<file path="src/rtl/uart_pkg.sv">
// Shared UART definitions: transmit FSM states, parity type encodings and frame size.
package uart_pkg;

   typedef enum logic [2:0] {
      IDLE   = 3'd0,
      START  = 3'd1,
      DATA   = 3'd2,
      PARITY = 3'd3,
      STOP   = 3'd4
   } uart_tx_state_t;

   localparam logic PAR_EVEN = 1'b0;
   localparam logic PAR_ODD  = 1'b1;

   localparam int UART_DATA_BITS = 8;

endpackage

</file>
<file path="src/rtl/uart_tx_parity_calc.sv">
// Combinational parity generator: even parity is the XOR of the data bits, odd is its complement.
module parity_calc
   import uart_pkg::*;
(
   input  logic [7:0] data,
   input  logic       par_type,
   output logic       par_bit
);

   assign par_bit = (^data) ^ (par_type == PAR_ODD);

endmodule

</file>
<file path="src/rtl/uart_tx.sv">
// UART transmitter: start bit, 8 data bits LSB first, optional parity, stop bit.
// Handshake: a request is taken on any rising edge where data_valid = 1 and the FSM is IDLE; otherwise it is dropped.
module uart_tx
   import uart_pkg::*;
#(
   parameter int CLKS_PER_BIT = 16
)(
   input  logic       clk,
   input  logic       rst,
   input  logic [7:0] P_Data,
   input  logic       data_valid,
   input  logic       par_en,
   input  logic       PAR_TYPE,
   output logic       tx_out,
   output logic       busy
);

   localparam int CNT_W = (CLKS_PER_BIT > 1) ? $clog2(CLKS_PER_BIT) : 1;
   localparam logic [CNT_W-1:0] CNT_LAST = CNT_W'(CLKS_PER_BIT - 1);
   localparam logic [2:0] LAST_IDX = 3'(UART_DATA_BITS - 1);

   uart_tx_state_t   state, state_n;
   logic [CNT_W-1:0] cnt, cnt_n;
   logic [2:0]       idx, idx_n;
   logic             tx_n, busy_n;
   logic             load;
   logic             bit_done;

   logic [7:0]       data_q;
   logic             par_en_q;
   logic             par_q;
   logic             par_calc;

   parity_calc u_parity (
      .data     (P_Data),
      .par_type (PAR_TYPE),
      .par_bit  (par_calc)
   );

   assign bit_done = (cnt == CNT_LAST);

   always_ff @(posedge clk or posedge rst) begin
      if (rst) begin
         state  <= IDLE;
         cnt    <= '0;
         idx    <= '0;
         tx_out <= 1'b1;
         busy   <= 1'b0;
      end else begin
         state  <= state_n;
         cnt    <= cnt_n;
         idx    <= idx_n;
         tx_out <= tx_n;
         busy   <= busy_n;
      end
   end

   always_ff @(posedge clk or posedge rst) begin
      if (rst) begin
         data_q   <= '0;
         par_en_q <= 1'b0;
         par_q    <= 1'b0;
      end else if (load) begin
         data_q   <= P_Data;
         par_en_q <= par_en;
         par_q    <= par_calc;
      end
   end

   // Outputs are computed for the next state so tx_out/busy change on the same edge as the state.
   always_comb begin
      state_n = state;
      cnt_n   = cnt;
      idx_n   = idx;
      tx_n    = tx_out;
      busy_n  = busy;
      load    = 1'b0;
      case (state)
         IDLE: begin
            cnt_n  = '0;
            idx_n  = '0;
            tx_n   = 1'b1;
            busy_n = 1'b0;
            if (data_valid) begin
               load    = 1'b1;
               state_n = START;
               tx_n    = 1'b0;
               busy_n  = 1'b1;
            end
         end
         START: begin
            if (bit_done) begin
               cnt_n   = '0;
               state_n = DATA;
               tx_n    = data_q[0];
            end else begin
               cnt_n = cnt + 1'b1;
            end
         end
         DATA: begin
            if (bit_done) begin
               cnt_n = '0;
               if (idx == LAST_IDX) begin
                  idx_n = '0;
                  if (par_en_q) begin
                     state_n = PARITY;
                     tx_n    = par_q;
                  end else begin
                     state_n = STOP;
                     tx_n    = 1'b1;
                  end
               end else begin
                  idx_n = idx + 3'd1;
                  tx_n  = data_q[idx + 3'd1];
               end
            end else begin
               cnt_n = cnt + 1'b1;
            end
         end
         PARITY: begin
            if (bit_done) begin
               cnt_n   = '0;
               state_n = STOP;
               tx_n    = 1'b1;
            end else begin
               cnt_n = cnt + 1'b1;
            end
         end
         STOP: begin
            if (bit_done) begin
               cnt_n   = '0;
               state_n = IDLE;
               tx_n    = 1'b1;
               busy_n  = 1'b0;
            end else begin
               cnt_n = cnt + 1'b1;
            end
         end
         default: begin
            state_n = IDLE;
            cnt_n   = '0;
            idx_n   = '0;
            tx_n    = 1'b1;
            busy_n  = 1'b0;
         end
      endcase
   end

endmodule

</file>
<file path="config.mk">
export PLATFORM = sky130hd
export DESIGN_NAME = uart_tx
export DESIGN_NICKNAME = d
export VERILOG_FILES = /design/src/rtl/uart_pkg.sv /design/src/rtl/uart_tx_parity_calc.sv /design/src/rtl/uart_tx.sv
export SDC_FILE = /design/constraint.sdc
export NUM_CORES = 1
export LEC_CHECK = 0
export ABC_CLOCK_PERIOD_IN_PS = 1810
export CAP_MARGIN = 25
export CORE_UTILIZATION = 49
export CTS_BUF_LIST = sky130_fd_sc_hd__clkbuf_16
export DETAILED_ROUTE_END_ITERATION = 8
export HOLD_SLACK_MARGIN = 0.06
export PLACE_DENSITY = 0.7
export SYNTH_ARGS = -nofsm -noshare
export SYNTH_HDL_FRONTEND = slang
export SYNTH_SLANG_ARGS = --single-unit
</file>
<file path="constraint.sdc">
create_clock -name clk -period 1.81 [get_ports clk]
set_clock_uncertainty 0.1 [all_clocks]
set_input_delay 0.543 -clock clk [delete_from_list [all_inputs] [get_ports clk]]
set_output_delay 0.543 -clock clk [all_outputs]
set_load 0.02 [all_outputs]
</file>
==> impl_results.md <==
* WP data required at 1.89 ns
* Core area at 2318 µm²
* Syn avg cell area at 11.17 µm²
* Fin cells at 169
* First-pass GRT wire length at 4436 µm
* Die area at 2759 µm²
* DRC viols at 0
* Worst-Margin Slew at 0.3206 ns
* Post-synth EDFFs at 0
* Number of global-route vias before repair at 987
* Sinks on Clock Net at 22
* Crit path cell chain: ha_4, mux4_2, mux2_4, o211ai_2, a31oi_1
* Fmax at 0.5057 GHz
* WL final at 2759 µm
* Final Hold Viols at 0
* Area grow syn2layout at 33.10%
* CTS tree: built
* Synth Instances at 112
* Layout cells sized above 1 at 31.21%
* Tmin final at 1.978 ns
* Flops & latches, synth at 22
* Setup ws final at -0.1675 ns
* Post-CTS Hold Buffers at 0
* Initial drt markers at 16
* Die X at 52.53 µm
* VDD IR-drop max at 1042 µV
* Critical Path End Type: register
* Total gr overflow at 0
* Max-slew violation count at 0
* Worst min path class: reg2reg
* Crit start category: register
* Status: finished, violations left
* PD cells at 1458 nW/µm²
* Setup-failing EPs final at 1
* Post-layout util at 71.83%
* Unrepaired setup endpoints after global routing: true
* CP Class: reg2reg
* # diodes at 0
* Inst Count DP at 163
* DR pass1 iterations at 6
* # nets final at 158
* Crit-path slowest cell: mux4_2
* Ys flop type: dfrtp_1
* Routed len/inst at 16.33 µm
* Largest cells by area after synthesis: dfrtp_1 (42%), mux2_2 (12%), mux4_1 (4.2%), xnor2_1 (3.5%), o21ai_0 (3.2%)
* Place WS at -0.3948 ns
* Crit path DAT at 2.06 ns
* Vias at 979
* Die H at 52.53 µm
* Post-DR vias/cell at 5.793
* Min Hold Slack at 0.3871 ns
* Worst-path clk slew at 0.06 ns
* Hpwl dp at 1933 µm
* Crit share post-route at 109.3%
* Synth Net Count at 128
* Register area share after synthesis at 44.10%
* Worst skew pair latency at 0.26 ns
* Total track usage at 23.04%
* Most common cell in the netlist: dfrtp_1
* Critical path's top delay family: multiplexers
* Post-synth top area cell: dfrtp_1
* Most common library cells after synthesis: dfrtp_1 (21), mux2_2 (13), o21ai_0 (8)
* RePlAce Congestion at 0.8409
* Count of different cell masters after synthesis at 35
* Initial antenna violation count at 0
* Slew headroom at 78.40%
* Port buffer count at 14
* # IOs at 15
* Tot Pwr at 0.002429 W
* Crit Path Max Fanout at 3
* Pleak at 0.7441 nW
* Number of buffer and inverter stages on the critical path at 0
* Largest net degree at the start of global routing at 17
* Longest Clk Path Bufs at 2
* CTS Buf Count at 3
* Yosys warning count at 0
* Root Buffer: clkbuf_16
* CTS H-tree depth at 1
* Crit-path max cell delay at 0.51 ns
* Core Rows at 17
* Fraction of registers with async set/reset at 100.0%
* Max-cap viol count at 0
* Starting Density at 53.97%
* Post-synthesis instance area at 1251 µm²
* Synth top area share at 42.00%
* Antenna Nets Post-Route at 0
* Failing checks: setup timing
## path summary, 6_finish.rpt
check / startpoint / endpoint / slack (ns) / cells after the start
min in group asynchronous: rst / cnt[0]$_DFF_PP0_ / 0.40 / 2
max in group asynchronous: rst / busy$_DFFE_PP0P_ / 0.79 / 3
worst max-delay path: idx[0]$_DFFE_PP0P_ / tx_out$_DFFE_PP1P_ / -0.17 / 5
worst max register to register: idx[0]$_DFFE_PP0P_ / tx_out$_DFFE_PP1P_ / -0.17 / 5
worst min-delay path: busy$_DFFE_PP0P_ / busy$_DFFE_PP0P_ / 0.39 / 1
worst min register to register: busy$_DFFE_PP0P_ / busy$_DFFE_PP0P_ / 0.39 / 1
## report_power, final
part / switching (W) / internal [W]
clock: 0.000184 / 0.000439
sequential: 0.000172 / 0.000708
combinational: 0.000414 / 0.000511
total: 0.000770 / 0.00166
## sequential cells by signal, summed over array words and instances, names as in the netlist
signal,flops
par_en_q,1
state,3
tx_out,1
data_q,8
busy,1
idx,3
cnt,4
par_q,1
## final cells by class
type / count / area [µm²]
fill: 173 / 653.1
inverter: 3 / 11.26
multi-input combinational: 80 / 678.2
tap: 28 / 35.03
timing repair buffer: 32 / 282.8
clock buffer: 3 / 75.07
clock inverter: 1 / 30.03
sequential: 22 / 553.0
## what timing repair did
item | CTS | global route
endpoints found under the setup margin | 4 | 15
pin swaps | 3 | 2
resized for setup | 6 | 8
setup buffers | 0 | 1
cloned | 0 | 1
hold endpoints to repair | 0 | 0
## through the flow
step                      area, µm²  setup TNS, ns
final                          1665        -0.1675
after global routing           1665        -0.1849
after CTS                      1617        -0.1559
after detailed placement       1519         -2.895
after global placement         1519         -2.793
after floorplan                1261       -0.05090
## routing by layer
metal / GRT usage, % / wire length (µm) / vias to the layer above
li1: - / - / 465
met1: 27.34 / 1192 / 477
met3: 6.377 / 111 / 11
met5: 0 / 0 / -
met4: 12.28 / 71 / 0
met2: 37.55 / 1384 / 26
## cell families after synthesis
kind of cell               synth area share [%]
buffers and inverters                     3.899
and+or+nand+nor                           12.80
AOI/OAI and AO/OA                         12.90
xor gates and xnor gates                  7.400
muxes                                     15.90
adders and majority gates                 3.000
DFF                                       44.10
## worst reg2reg max path, stage by stage, from the launching register on
cell	delay, ns
dfrtp_2	0.42
ha_4	0.29
mux4_2	0.51
mux2_4	0.30
o211ai_2	0.17
a31oi_1	0.11
## layout by cell type (no fill, tap or decap), types with 2 or more instances in the layout
master            n
nand3_1           5
or3_1             3
dlymetal6s2s_1    3
nor3_1            3
mux2_2           12
o21ai_0           7
and3_1            2
nor2_1            6
nand2_1           2
nor2b_1           2
clkbuf_16         3
inv_1             3
xnor2_1           5
a22oi_1           2
buf_4            16
a31oi_1           2
a21o_1            2
xor2_1            3
dlygate4sd2_1     6
dfrtp_1          20
a21oi_1           5
clkdlybuf4s50_1   5
mux4_2            2
(Power assumes the default switching activity.)
